**config.mk**
```make
export PLATFORM = sky130hd
export DESIGN_NAME = dircc_output_arbiter
export DESIGN_NICKNAME = d
export VERILOG_FILES = /design/src/rtl/dircc_output_arbiter.sv
export SDC_FILE = /design/constraint.sdc
export NUM_CORES = 1
export LEC_CHECK = 0
export BUFFER_PORTS_ARGS = -buffer_cell sky130_fd_sc_hd__buf_2
export CAP_MARGIN = 20
export CORE_MARGIN = 3
export CORE_UTILIZATION = 44
export CTS_CLUSTER_DIAMETER = 40
export DETAILED_ROUTE_END_ITERATION = 7
export MAX_ROUTING_LAYER = met4
export PLACE_DENSITY = 0.87
export SKIP_CTS_REPAIR_TIMING = 1
export SYNTH_ARGS = -nofsm -noshare
export SYNTH_HDL_FRONTEND = slang
export SYNTH_SLANG_ARGS = --single-unit
```
**constraint.sdc**
```tcl
create_clock -name clk_i -period 5.1 [get_ports clk_i]
set_input_delay 1.02 -clock clk_i [delete_from_list [all_inputs] [get_ports clk_i]]
set_output_delay 1.02 -clock clk_i [all_outputs]
set_load 0.05 [all_outputs]
```
**src/rtl/dircc_output_arbiter.sv**
```systemverilog
// Packet-granular round-robin merge of NUM_DEVICES Avalon-ST sources onto one link.
// Locks onto the granted source until its endofpacket beat is accepted.
module dircc_output_arbiter #(
  parameter int unsigned NUM_DEVICES      = 4,
  parameter int unsigned BITS_PER_SYMBOL  = 8,
  parameter int unsigned SYMBOLS_PER_BEAT = 4,
  localparam int unsigned DATA_WIDTH      = BITS_PER_SYMBOL * SYMBOLS_PER_BEAT,
  localparam int unsigned EMPTY_WIDTH     = $clog2(SYMBOLS_PER_BEAT)
) (
  input  logic                               clk_i,
  input  logic                               rst_ni,
  input  logic [NUM_DEVICES*DATA_WIDTH-1:0]  in_data_i,
  input  logic [NUM_DEVICES*EMPTY_WIDTH-1:0] in_empty_i,
  input  logic [NUM_DEVICES-1:0]             in_startofpacket_i,
  input  logic [NUM_DEVICES-1:0]             in_endofpacket_i,
  input  logic [NUM_DEVICES-1:0]             in_valid_i,
  output logic [NUM_DEVICES-1:0]             in_ready_o,
  output logic [DATA_WIDTH-1:0]              out_data_o,
  output logic [EMPTY_WIDTH-1:0]             out_empty_o,
  output logic                               out_startofpacket_o,
  output logic                               out_endofpacket_o,
  output logic                               out_valid_o,
  input  logic                               out_ready_i,
  output logic [NUM_DEVICES-1:0]             grant_o,
  output logic                               busy_o,
  output logic [31:0]                        packet_count_o,
  output logic                               framing_error_o
);

  localparam int unsigned IdxW = $clog2(NUM_DEVICES);
  localparam logic [IdxW-1:0] LastIdx = IdxW'(NUM_DEVICES - 1);

  typedef enum logic {StIdle, StForward} state_e;

  state_e          state_q, state_d;
  logic [IdxW-1:0] sel_q, sel_d;
  logic [IdxW-1:0] last_grant_q, last_grant_d;
  logic [31:0]     packet_count_q, packet_count_d;
  logic            framing_error_q, framing_error_d;
  logic            first_beat_q, first_beat_d;

  logic [DATA_WIDTH-1:0]  data_arr  [NUM_DEVICES];
  logic [EMPTY_WIDTH-1:0] empty_arr [NUM_DEVICES];

  for (genvar g = 0; g < NUM_DEVICES; g++) begin : g_unpack
    assign data_arr[g]  = in_data_i[g*DATA_WIDTH +: DATA_WIDTH];
    assign empty_arr[g] = in_empty_i[g*EMPTY_WIDTH +: EMPTY_WIDTH];
  end

  // Search starts just after the last owner so every source waits at most N-1 packets.
  logic            req_found;
  logic [IdxW-1:0] req_idx;
  logic [IdxW-1:0] cand;

  always_comb begin
    req_found = 1'b0;
    req_idx   = '0;
    cand      = '0;
    for (int unsigned k = 1; k <= NUM_DEVICES; k++) begin
      cand = IdxW'((32'(last_grant_q) + k) % NUM_DEVICES);
      if (!req_found && in_valid_i[cand]) begin
        req_found = 1'b1;
        req_idx   = cand;
      end
    end
  end

  logic accept;

  always_comb begin
    state_d             = state_q;
    sel_d               = sel_q;
    last_grant_d        = last_grant_q;
    packet_count_d      = packet_count_q;
    framing_error_d     = framing_error_q;
    first_beat_d        = first_beat_q;
    accept              = 1'b0;
    in_ready_o          = '0;
    grant_o             = '0;
    busy_o              = 1'b0;
    out_valid_o         = 1'b0;
    out_startofpacket_o = 1'b0;
    out_endofpacket_o   = 1'b0;
    out_data_o          = '0;
    out_empty_o         = '0;

    case (state_q)
      StIdle: begin
        if (req_found) begin
          sel_d        = req_idx;
          first_beat_d = 1'b1;
          state_d      = StForward;
        end
      end
      StForward: begin
        busy_o              = 1'b1;
        grant_o[sel_q]      = 1'b1;
        in_ready_o[sel_q]   = out_ready_i;
        out_valid_o         = in_valid_i[sel_q];
        out_startofpacket_o = in_startofpacket_i[sel_q];
        out_endofpacket_o   = in_endofpacket_i[sel_q];
        out_data_o          = data_arr[sel_q];
        out_empty_o         = empty_arr[sel_q];
        accept              = in_valid_i[sel_q] & out_ready_i;
        if (accept) begin
          first_beat_d = 1'b0;
          // sop must appear on the first beat and nowhere else
          if (first_beat_q != in_startofpacket_i[sel_q]) framing_error_d = 1'b1;
          if (in_endofpacket_i[sel_q]) begin
            last_grant_d   = sel_q;
            packet_count_d = packet_count_q + 32'd1;
            state_d        = StIdle;
          end
        end
      end
      default: state_d = StIdle;
    endcase
  end

  always_ff @(posedge clk_i or negedge rst_ni) begin
    if (!rst_ni) begin
      state_q         <= StIdle;
      sel_q           <= '0;
      last_grant_q    <= LastIdx;
      packet_count_q  <= '0;
      framing_error_q <= 1'b0;
      first_beat_q    <= 1'b0;
    end else begin
      state_q         <= state_d;
      sel_q           <= sel_d;
      last_grant_q    <= last_grant_d;
      packet_count_q  <= packet_count_d;
      framing_error_q <= framing_error_d;
      first_beat_q    <= first_beat_d;
    end
  end

  assign packet_count_o  = packet_count_q;
  assign framing_error_o = framing_error_q;

endmodule

```
==> run summary <==
status - finished, final reports clean
most common cell after layout, fill and taps aside - buf_2
Max-slew headroom - 35.43%
initial DRC count - 145
r2r startpoint - sel_q[0]$_DFFE_PN0P_
hold-critical path depth - 1
DR vias - 3,279
Crit. End Element - output port
antenna violations before repair - 1
pin count of the biggest net entering global routing - 48
post-layout minimum cycle time - 3501 ps
Required @ worst endpoint - 4080 ps
Post-Route WL - 11.37 mm
number of global-route vias before repair - 3,111
Die Ht - 89.21 um
Fmax achieved - 285.6 MHz
syn_nets - 420
Pwr Total - 2.565 mW
Setup TNS - 0 ps
PortBufs - 229
Root Driver - clkbuf_8
Final Core Density - 66.86%
final std cells w/o fill - 570
Setup crit start kind - flip-flop
Syn Inst Count - 268
measured slew at the worst slew-check pin - 968.6 ps
wire per inst - 19.94 um
count of pins over their slew limit - 0
Bufs on Longest Clock Path - 2
Pwr per Cell Area - 587.4 nW/um^2
Boundary Pins - 230
clk slew on worst S/H paths - 70 ps
CP Data Arrival Time - 2480 ps
P&R area growth vs syn - 43.33%
layout cells sized above 1 - 58.25%
dpl ws - 1862 ps
placed insts - 559
placed wire-length estimate - 9.393 mm
Initial Util - 46.65%
Final Net Count - 642
CTS H-Tree Depth - 2
die area - 7958 sq um
fin worst setup slack - 1599 ps
Core Region - 6531 sq um
all-layer global routing usage - 28.28%
multi-input logic area - 1959 sq um
maximum vdd ir drop - 0.4403 mV
CTS sink count - 39
Final Hold Vio Count - 0
Placer Congestion - 1.082
Finish-stage setup viols - 0
Routed Antenna Nets - 0
Hold Crit Start - packet_count_o[31]$_DFFE_PN0P_
Inserted Clock Buffers - 5
most frequent cells in the layout - buf_2, and2_1, mux4_2, dfrtp_1, xor2_1
ys flop type - dfrtp_1
Fill cells - 530
Reg-to-Reg End - packet_count_o[1]$_DFFE_PN0P_
DRT Pass-1 Iters - 4
GRT overflow - 0
Rows - 29
fin crit share - 68.65%
Hold Crit Class - reg -> reg
R2R depth - 4
Synth Register Bits - 39
Setup Skew - 3.801 ps
Worst Hold End - packet_count_o[31]$_DFFE_PN0P_
register area share after synthesis - 32.11%
Storage cell area - 980.9 sq um
CTS tree - done
Leak - 2.299 nW
asr flop ratio synth - 100.0%
Post-synth EDFFs - 0
kind of critical path - reg -> out
total of max-cap violations - 0
DRC - 0
Netlist cell types - 33
reg2reg setup slack - 2490 ps
global-route wire length before repair - 16.22 mm
RSZ-0062 raised after global routing - no
Synth Area per Inst - 11.37 sq um
Clk Latency, worst-skew pair - 290 ps
Vias per Instance - 5.753
Yosys Warn Count - 0
Die W - 89.21 um
critical path peak fanout - 27
Synth Cell Area - 3047 sq um
-- where the power goes --
part	switching [mW]	internal, mW	leakage [nW]
Sequential	0.159	0.355	0.502
Clock	0.106	0.158	0.0612
Combinational	1.16	0.627	1.74
Total	1.42	1.14	2.30
-- cell type report --
type / count / share of cell area (%)
inverters: 5 / 0.4298
multi-input cells: 207 / 44.87
flip-flops and latches: 39 / 22.46
clock inverters: 2 / 0.8023
repair buffers: 232 / 27.22
diodes: 2 / 0.1146
clock buffers: 6 / 1.891
well taps: 77 / 2.206
-- sequential cells by signal (all words and copies together), names as in the netlist --
register,count
state_q,1
framing_error_o,1
last_grant_q,2
sel_q,2
packet_count_o,32
first_beat_q,1
-- critical path, stage by stage, from the launching register on --
cell,delay [ps]
dfrtp_2,840
buf_4,360
mux4_2,590
and2_1,190
buf_2,210
-- kinds of logic after synthesis --
| group | after synthesis | share of synthesized area [%] |
|---|---|---|
| and+or+nand+nor | 122 | 23.57 |
| muxes | 41 | 28.79 |
| DFF | 39 | 32.12 |
| xor gates and xnor gates | 32 | 9.199 |
| buffers and inverters | 22 | 3.573 |
| AOI/OAI and AO/OA | 11 | 2.341 |
| adders and majority gates | 1 | 0.4106 |
-- how the worst max path moves through the flow --
stage,from,end,slack (ps)
floorplan,sel_q[0]$_DFFE_PN0P_,grant_o[1],1810
global placement,sel_q[0]$_DFFE_PN0P_,out_endofpacket_o,1880
detailed placement,sel_q[0]$_DFFE_PN0P_,out_endofpacket_o,1860
CTS,sel_q[0]$_DFFE_PN0P_,out_endofpacket_o,1530
global route,sel_q[0]$_DFFE_PN0P_,out_endofpacket_o,1400
finish,sel_q[0]$_DFFE_PN0P_,out_endofpacket_o,1600
-- metal layers --
layer	share of wire, %	track usage (%)	vias to the layer above
li1	-	-	1458
met1	37	35.00	1595
met2	51	46.75	202
met3	10	5.530	24
met4	1.8	9.066	0
met5	0	-	-
-- stage by stage --
step           hold WS (ps)  area, sq um
5_1_grt               480.0         4364
2_1_floorplan         471.0         3047
3_3_place_gp          453.2         4217
3_5_place_dp          457.1         4217
4_1_cts               466.7         4334
6_report              464.9         4367
-- Yosys cell counts, types with 2 or more instances --
library cell	count	area share (%)
buf_6	2	0.74
and2_1	38	7.8
inv_1	5	0.62
nor2_1	6	0.74
dfrtp_1	37	30
a21oi_1	3	0.49
and3_1	10	2.1
buf_4	2	0.49
xor2_1	22	6.3
mux4_2	37	27
nor3_1	11	1.8
clkbuf_1	10	1.2
nor4_1	11	2.3
xnor2_1	10	2.9
dfstp_2	2	1.7
nand2_1	16	2.0
mux2_2	3	1.1
nand3_1	9	1.5
nor3b_1	4	0.99
and4_1	5	1.4
nand4_1	9	1.8
buf_2	3	0.49
a31oi_1	3	0.62
(Power assumes the default switching activity.)
